$ cat config.mk
export PLATFORM = sky130hd
export DESIGN_NAME = lux_scan_scheduler
export DESIGN_NICKNAME = d
export VERILOG_FILES = /design/src/rtl/lux_scan_scheduler.sv
export SDC_FILE = /design/constraint.sdc
export NUM_CORES = 1
export LEC_CHECK = 0
export BUFFER_PORTS_ARGS = -buffer_cell sky130_fd_sc_hd__buf_2
export CAP_MARGIN = 15
export CORE_UTILIZATION = 30
export DETAILED_ROUTE_END_ITERATION = 6
export SLEW_MARGIN = 5
export SYNTH_ARGS = -nofsm -noshare
export SYNTH_HDL_FRONTEND = slang
export SYNTH_SLANG_ARGS = --single-unit
$ cat constraint.sdc
create_clock -name sys_clk -period 3.3 [get_ports sys_clk]
set_input_delay 0.66 -clock sys_clk [delete_from_list [all_inputs] [get_ports sys_clk]]
set_output_delay 0.66 -clock sys_clk [all_outputs]
set_load 0.005 [all_outputs]
$ cat src/rtl/lux_scan_scheduler.sv
// Round-robin BH1750 scan: arms one driver at a time, captures its reading, publishes all readings once per fixed-period round.
// Publish lands the cycle after the last sensor's NEXT; no backpressure, a dead sensor costs at most TIMEOUT_CYC per wait phase.
module lux_scan_scheduler #(
   parameter int NUM_SENS    = 4,
   parameter int PERIOD_CYC  = 50_000_000,
   parameter int TIMEOUT_CYC = 25_000_000
) (
   input  logic                     sys_clk,
   input  logic                     _rst,
   input  logic                     en,
   input  logic [NUM_SENS-1:0]      busy,
   input  logic [16*NUM_SENS-1:0]   data_in,
   output logic [NUM_SENS-1:0]      str,
   output logic [16*NUM_SENS-1:0]   lux,
   output logic [2:0]               max_idx,
   output logic [15:0]              max_lux,
   output logic [NUM_SENS-1:0]      err,
   output logic                     valid,
   output logic                     round_busy
);

   typedef enum logic [2:0] {
      IDLE, ARM, WAIT_DONE, CAPTURE, NEXT, PUBLISH, HOLD
   } state_t;

   localparam logic [31:0]         PER_LD  = 32'(PERIOD_CYC - 1);
   localparam logic [31:0]         TMO_LD  = 32'(TIMEOUT_CYC - 1);
   localparam logic [2:0]          LAST    = 3'(NUM_SENS - 1);
   localparam logic [NUM_SENS-1:0] ONE_HOT = {{(NUM_SENS-1){1'b0}}, 1'b1};

   state_t                   state;
   logic [2:0]               idx;
   logic [31:0]              per_cnt;
   logic [31:0]              tmo_cnt;
   logic [16*NUM_SENS-1:0]   sh_lux;
   logic [NUM_SENS-1:0]      sh_err;
   logic [15:0]              mx_val;
   logic [2:0]               mx_idx;
   logic                     mx_vld;

   logic [15:0]              cur_dat;
   logic                     cur_busy;
   logic                     start;

   always_comb begin
      cur_dat  = '0;
      cur_busy = 1'b0;
      for (int i = 0; i < NUM_SENS; i++) begin
         if (idx == 3'(i)) begin
            cur_dat  = data_in[16*i +: 16];
            cur_busy = busy[i];
         end
      end
   end

   // A round starts from IDLE on enable, or from HOLD once the period has elapsed.
   assign start = en && ((state == IDLE) || (state == HOLD && per_cnt == '0));

   always_ff @(posedge sys_clk or negedge _rst) begin
      if (!_rst) begin
         state      <= IDLE;
         idx        <= '0;
         per_cnt    <= '0;
         tmo_cnt    <= '0;
         sh_lux     <= '0;
         sh_err     <= '0;
         mx_val     <= '0;
         mx_idx     <= '0;
         mx_vld     <= 1'b0;
         str        <= '0;
         lux        <= '0;
         max_idx    <= '0;
         max_lux    <= '0;
         err        <= '0;
         valid      <= 1'b0;
         round_busy <= 1'b0;
      end else begin
         valid <= 1'b0;
         if (per_cnt != '0)
            per_cnt <= per_cnt - 32'd1;

         if (state != IDLE && !en) begin
            state      <= IDLE;
            str        <= '0;
            round_busy <= 1'b0;
         end else if (start) begin
            state      <= ARM;
            idx        <= '0;
            str        <= ONE_HOT;
            tmo_cnt    <= TMO_LD;
            per_cnt    <= PER_LD;
            mx_val     <= '0;
            mx_idx     <= '0;
            mx_vld     <= 1'b0;
            sh_err     <= '0;
            round_busy <= 1'b1;
         end else begin
            case (state)
               ARM, WAIT_DONE: begin
                  // The handshake is checked first so it wins over a same-cycle timeout.
                  if (state == ARM && cur_busy) begin
                     state   <= WAIT_DONE;
                     tmo_cnt <= TMO_LD;
                  end else if (state == WAIT_DONE && !cur_busy) begin
                     state <= CAPTURE;
                  end else if (tmo_cnt == '0) begin
                     for (int i = 0; i < NUM_SENS; i++) begin
                        if (idx == 3'(i)) begin
                           sh_err[i]          <= 1'b1;
                           sh_lux[16*i +: 16] <= '0;
                        end
                     end
                     str   <= '0;
                     state <= NEXT;
                  end else begin
                     tmo_cnt <= tmo_cnt - 32'd1;
                  end
               end
               CAPTURE: begin
                  for (int i = 0; i < NUM_SENS; i++) begin
                     if (idx == 3'(i))
                        sh_lux[16*i +: 16] <= cur_dat;
                  end
                  if (!mx_vld || cur_dat > mx_val) begin
                     mx_val <= cur_dat;
                     mx_idx <= idx;
                     mx_vld <= 1'b1;
                  end
                  str   <= '0;
                  state <= NEXT;
               end
               NEXT: begin
                  if (idx == LAST) begin
                     state <= PUBLISH;
                  end else begin
                     idx     <= idx + 3'd1;
                     str     <= ONE_HOT << (idx + 3'd1);
                     tmo_cnt <= TMO_LD;
                     state   <= ARM;
                  end
               end
               PUBLISH: begin
                  lux        <= sh_lux;
                  err        <= sh_err;
                  max_idx    <= mx_idx;
                  max_lux    <= mx_val;
                  valid      <= 1'b1;
                  round_busy <= 1'b0;
                  state      <= HOLD;
               end
               HOLD:    state <= HOLD;
               default: state <= IDLE;
            endcase
         end
      end
   end

endmodule

==> impl_metrics.env <==
export IMPL_viasPerCell=5.09
export IMPL_ys_ff_latch=251
export IMPL_setup_viol=17
export IMPL_die_area_um2=40400
export IMPL_crit_slowest_cell="dfrtp_1"
export IMPL_seqCellArea_um2=6280
export IMPL_violations="negative setup slack"
export IMPL_worst_slack_ps=-67.5
export IMPL_grt_usage_pct=17.5
export IMPL_area_growth_pct=29.2
export IMPL_max_freq_mhz=297
export IMPL_antenna_found_initial=4
export IMPL_place_congestion=0.899
export IMPL_cts_buffers=28
export IMPL_layout_commonest_cell="nand2_1"
export IMPL_synth_nets=1316
export IMPL_peakVddDrop_uv=455
export IMPL_yosysWarnings=0
export IMPL_finalCritPeriodShare_pct=102
export IMPL_rsz0062_at_grt="yes"
export IMPL_drt_wl_total_mm=36.9
export IMPL_grt_pass1_wl_mm=56.7
export IMPL_cts_reportedPaths_clkPinSlew_ps=60
export IMPL_nets=1540
export IMPL_yosys_area_top_type="dfrtp_1"
export IMPL_synth_edff_count=0
export IMPL_dieHeight_um=201
export IMPL_multi_input_area_um2=5540
export IMPL_cp_max_fo=8
export IMPL_avgSynthCellArea_um2=9.77
export IMPL_grt_ovfl_total=0
export IMPL_grt_max_degree=104
export IMPL_yosysSeqAreaShare_pct=52.8
export IMPL_post_route_min_period_ps=3370
export IMPL_core_rowCount=72
export IMPL_dp_final_hpwl_mm=25.5
export IMPL_drc=0
export IMPL_io_pin_count=164
export IMPL_firstDrtPassIters=5
export IMPL_critPathKind="reg2reg"
export IMPL_worstPathArrival_ps=3840
export IMPL_drtAntennaViolNets=0
export IMPL_hold_viol_final=0
export IMPL_crit_start="idx[0]"
export IMPL_status="finished, violations left"
export IMPL_grt_pass1_vias=9821
export IMPL_die_w_um=201
export IMPL_synth_top_area_share_pct=52.8
export IMPL_core_um2=38800
export IMPL_slew_headroom_pct=28.2
export IMPL_reg2reg_from="idx[0]"
export IMPL_hold_ws_ps=64.3
export IMPL_drt_initial_drc_count=872
export IMPL_io_buffers=163
export IMPL_worstPathRequired_ps=3770
export IMPL_final_cell_mix="nand2_1 (306), dfrtp_1 (251), buf_2 (162)"
export IMPL_r2r_end="mx_val[13]"
export IMPL_insertion_delay_ps=570
export IMPL_clock_skew_ps=19.9
export IMPL_p_per_area_nw_per_um2=753
export IMPL_rrSetupSlack_ps=-70
export IMPL_crit_path_end_kind="flip-flop"
export IMPL_placed_cell_area_um2=13700
export IMPL_place_ws_ps=-277
export IMPL_crit_path_max_incr_delay_ps=410
export IMPL_ys_async_sr_fraction_pct=100
export IMPL_root_buffer="clkbuf_16"
export IMPL_synth_ff_type="dfrtp_1"
export IMPL_synth_cells=1217
export IMPL_cts_max_path_buffers=3
export IMPL_htreeDepth=1
export IMPL_cts_sinks=251
export IMPL_routed_via_count=10100
export IMPL_cts_hold_buffers=0
export IMPL_reg2reg_depth=17
export IMPL_drive_above_1_share_pct=29.5
export IMPL_final_area_um2=15400
export IMPL_synth_distinct_cells=69
export IMPL_wire_per_inst_um=18.6
export IMPL_fill_cells=3809
export IMPL_crit_chain="buf_6, ha_4, nor2b_4, buf_12, a22oi_2, o21ai_2, a22oi_2, inv_2, ha_4, nand4_1, buf_4, nor4_4, a21bo_2, nand4_1, nand2_2, buf_8, o2bb2ai_2"
export IMPL_synth_area_leaders="dfrtp_1 (53%), nand2_1 (9.7%), mux2_2 (4.5%)"
export IMPL_syn_area_um2=11900
export IMPL_start_util_pct=30.6
export IMPL_drv_cap=0
export IMPL_worstMarginPinSlew_ps=1080
export IMPL_startpoint_type="flip-flop"
export IMPL_slew_viol_final=0
export IMPL_p_leak_nw=7.48
export IMPL_hp_class="in2async"
export IMPL_cts_tree="yes"
## power breakdown
part           internal, W  total (W)  leakage, nW  switching (W)
logic              0.00200    0.00458         3.67        0.00258
clock network      0.00184    0.00316        0.454        0.00132
registers          0.00343    0.00382         3.35       0.000389
total              0.00728     0.0116         7.48        0.00429
## layer usage
layer | up-vias | GRT usage, % | share of wire, %
met4 | 4 | 4.58 | 2.6
li1 | 4705 | - | -
met5 | - | 0 | 0.065
met3 | 62 | 3.21 | 7.0
met1 | 4991 | 24.3 | 44
met2 | 331 | 28.0 | 46
## final cells by class
cell class	instances	share of cell area (%)
Tap cell	518	4.22
Inverter	50	1.22
Antenna cell	2	0.0326
Clock buffer	41	5.20
Multi-Input combinational cell	854	36.1
Timing Repair Buffer	256	11.5
Clock inverter	11	0.880
Sequential cell	251	40.9
## cell usage after synthesis (all sizes together) (5+ instances only)
master and instances:
nand2 307, dfrtp 251, nor2 63, clkbuf 52, o21ai 50, inv 49, mux2 48, nor3 35
a22oi 34, ha 28, a22o 22, o2bb2ai 22, or3 22, nand3 21, nor4 21, xnor2 20
a21oi 16, nand4 15, a31oi 11, buf 11, xor2 11, nor2b 9, o31ai 8, o221a 6
or2 6, a211oi 5, a41oi 5, and2 5, mux2i 5, nor3b 5, or4 5
## metrics by stage
step | std cells | utilization (%) | total power [W] | setup TNS (ps)
floorplan | 1217 | - | 0.00597 | 0
global placement | 1905 | 35.4 | 0.00746 | -1230
detailed placement | 1905 | 35.4 | 0.00753 | -4750
CTS | 1958 | 37.9 | 0.0108 | 0
global route | 1983 | 39.6 | 0.0122 | -4240
finish | 1983 | 39.6 | 0.0116 | -384
## cells by family after synthesis
| group | after synthesis | synth area share (%) |
|---|---|---|
| compound gates | 211 | 13.1 |
| xor+xnor | 31 | 2.28 |
| fa+ha+maj | 28 | 2.95 |
| buf+inv | 113 | 3.83 |
| flops | 251 | 52.8 |
| mux | 53 | 4.97 |
| simple gates | 530 | 20.0 |
## critical path: cells and delay by family, from the launching register on
kind | cells | cell delay, ps
buffers and inverters | 5 | 720
adder cells (fa/ha/maj) | 2 | 490
flip-flops | 1 | 410
AO/OA/AOI/OAI | 5 | 860
AND/OR/NAND/NOR | 5 | 790
## flip-flops by register name, indices dropped and copies added, names as in the netlist, 3 cells and up
| signal | count |
|---|---|
| max_idx | 3 |
| err | 4 |
| str | 4 |
| lux | 64 |
| per_cnt | 32 |
| sh_lux | 64 |
| idx | 3 |
| max_lux | 16 |
| mx_val | 16 |
| mx_idx | 3 |
| state | 3 |
| sh_err | 4 |
| tmo_cnt | 32 |
## how the worst max path moves through the flow
stage                             to  slack, ps  cells past startpoint
after floorplan           mx_val[10]         10                     18
after global placement    mx_val[11]        -80                     15
after detailed placement  mx_val[10]       -280                     15
after CTS                 sh_lux[15]          4                     12
after global routing      mx_val[10]       -150                     17
final                     mx_val[13]        -70                     17
## timing repair
item / in CTS / in global routing
setup endpoints to repair: 20 / 84
gates resized for setup: 6 / 86
cloned: 0 / 6
buffers inserted: 1 / 17
pin swaps: 1 / 26
Power figures use the tool's default switching activity.
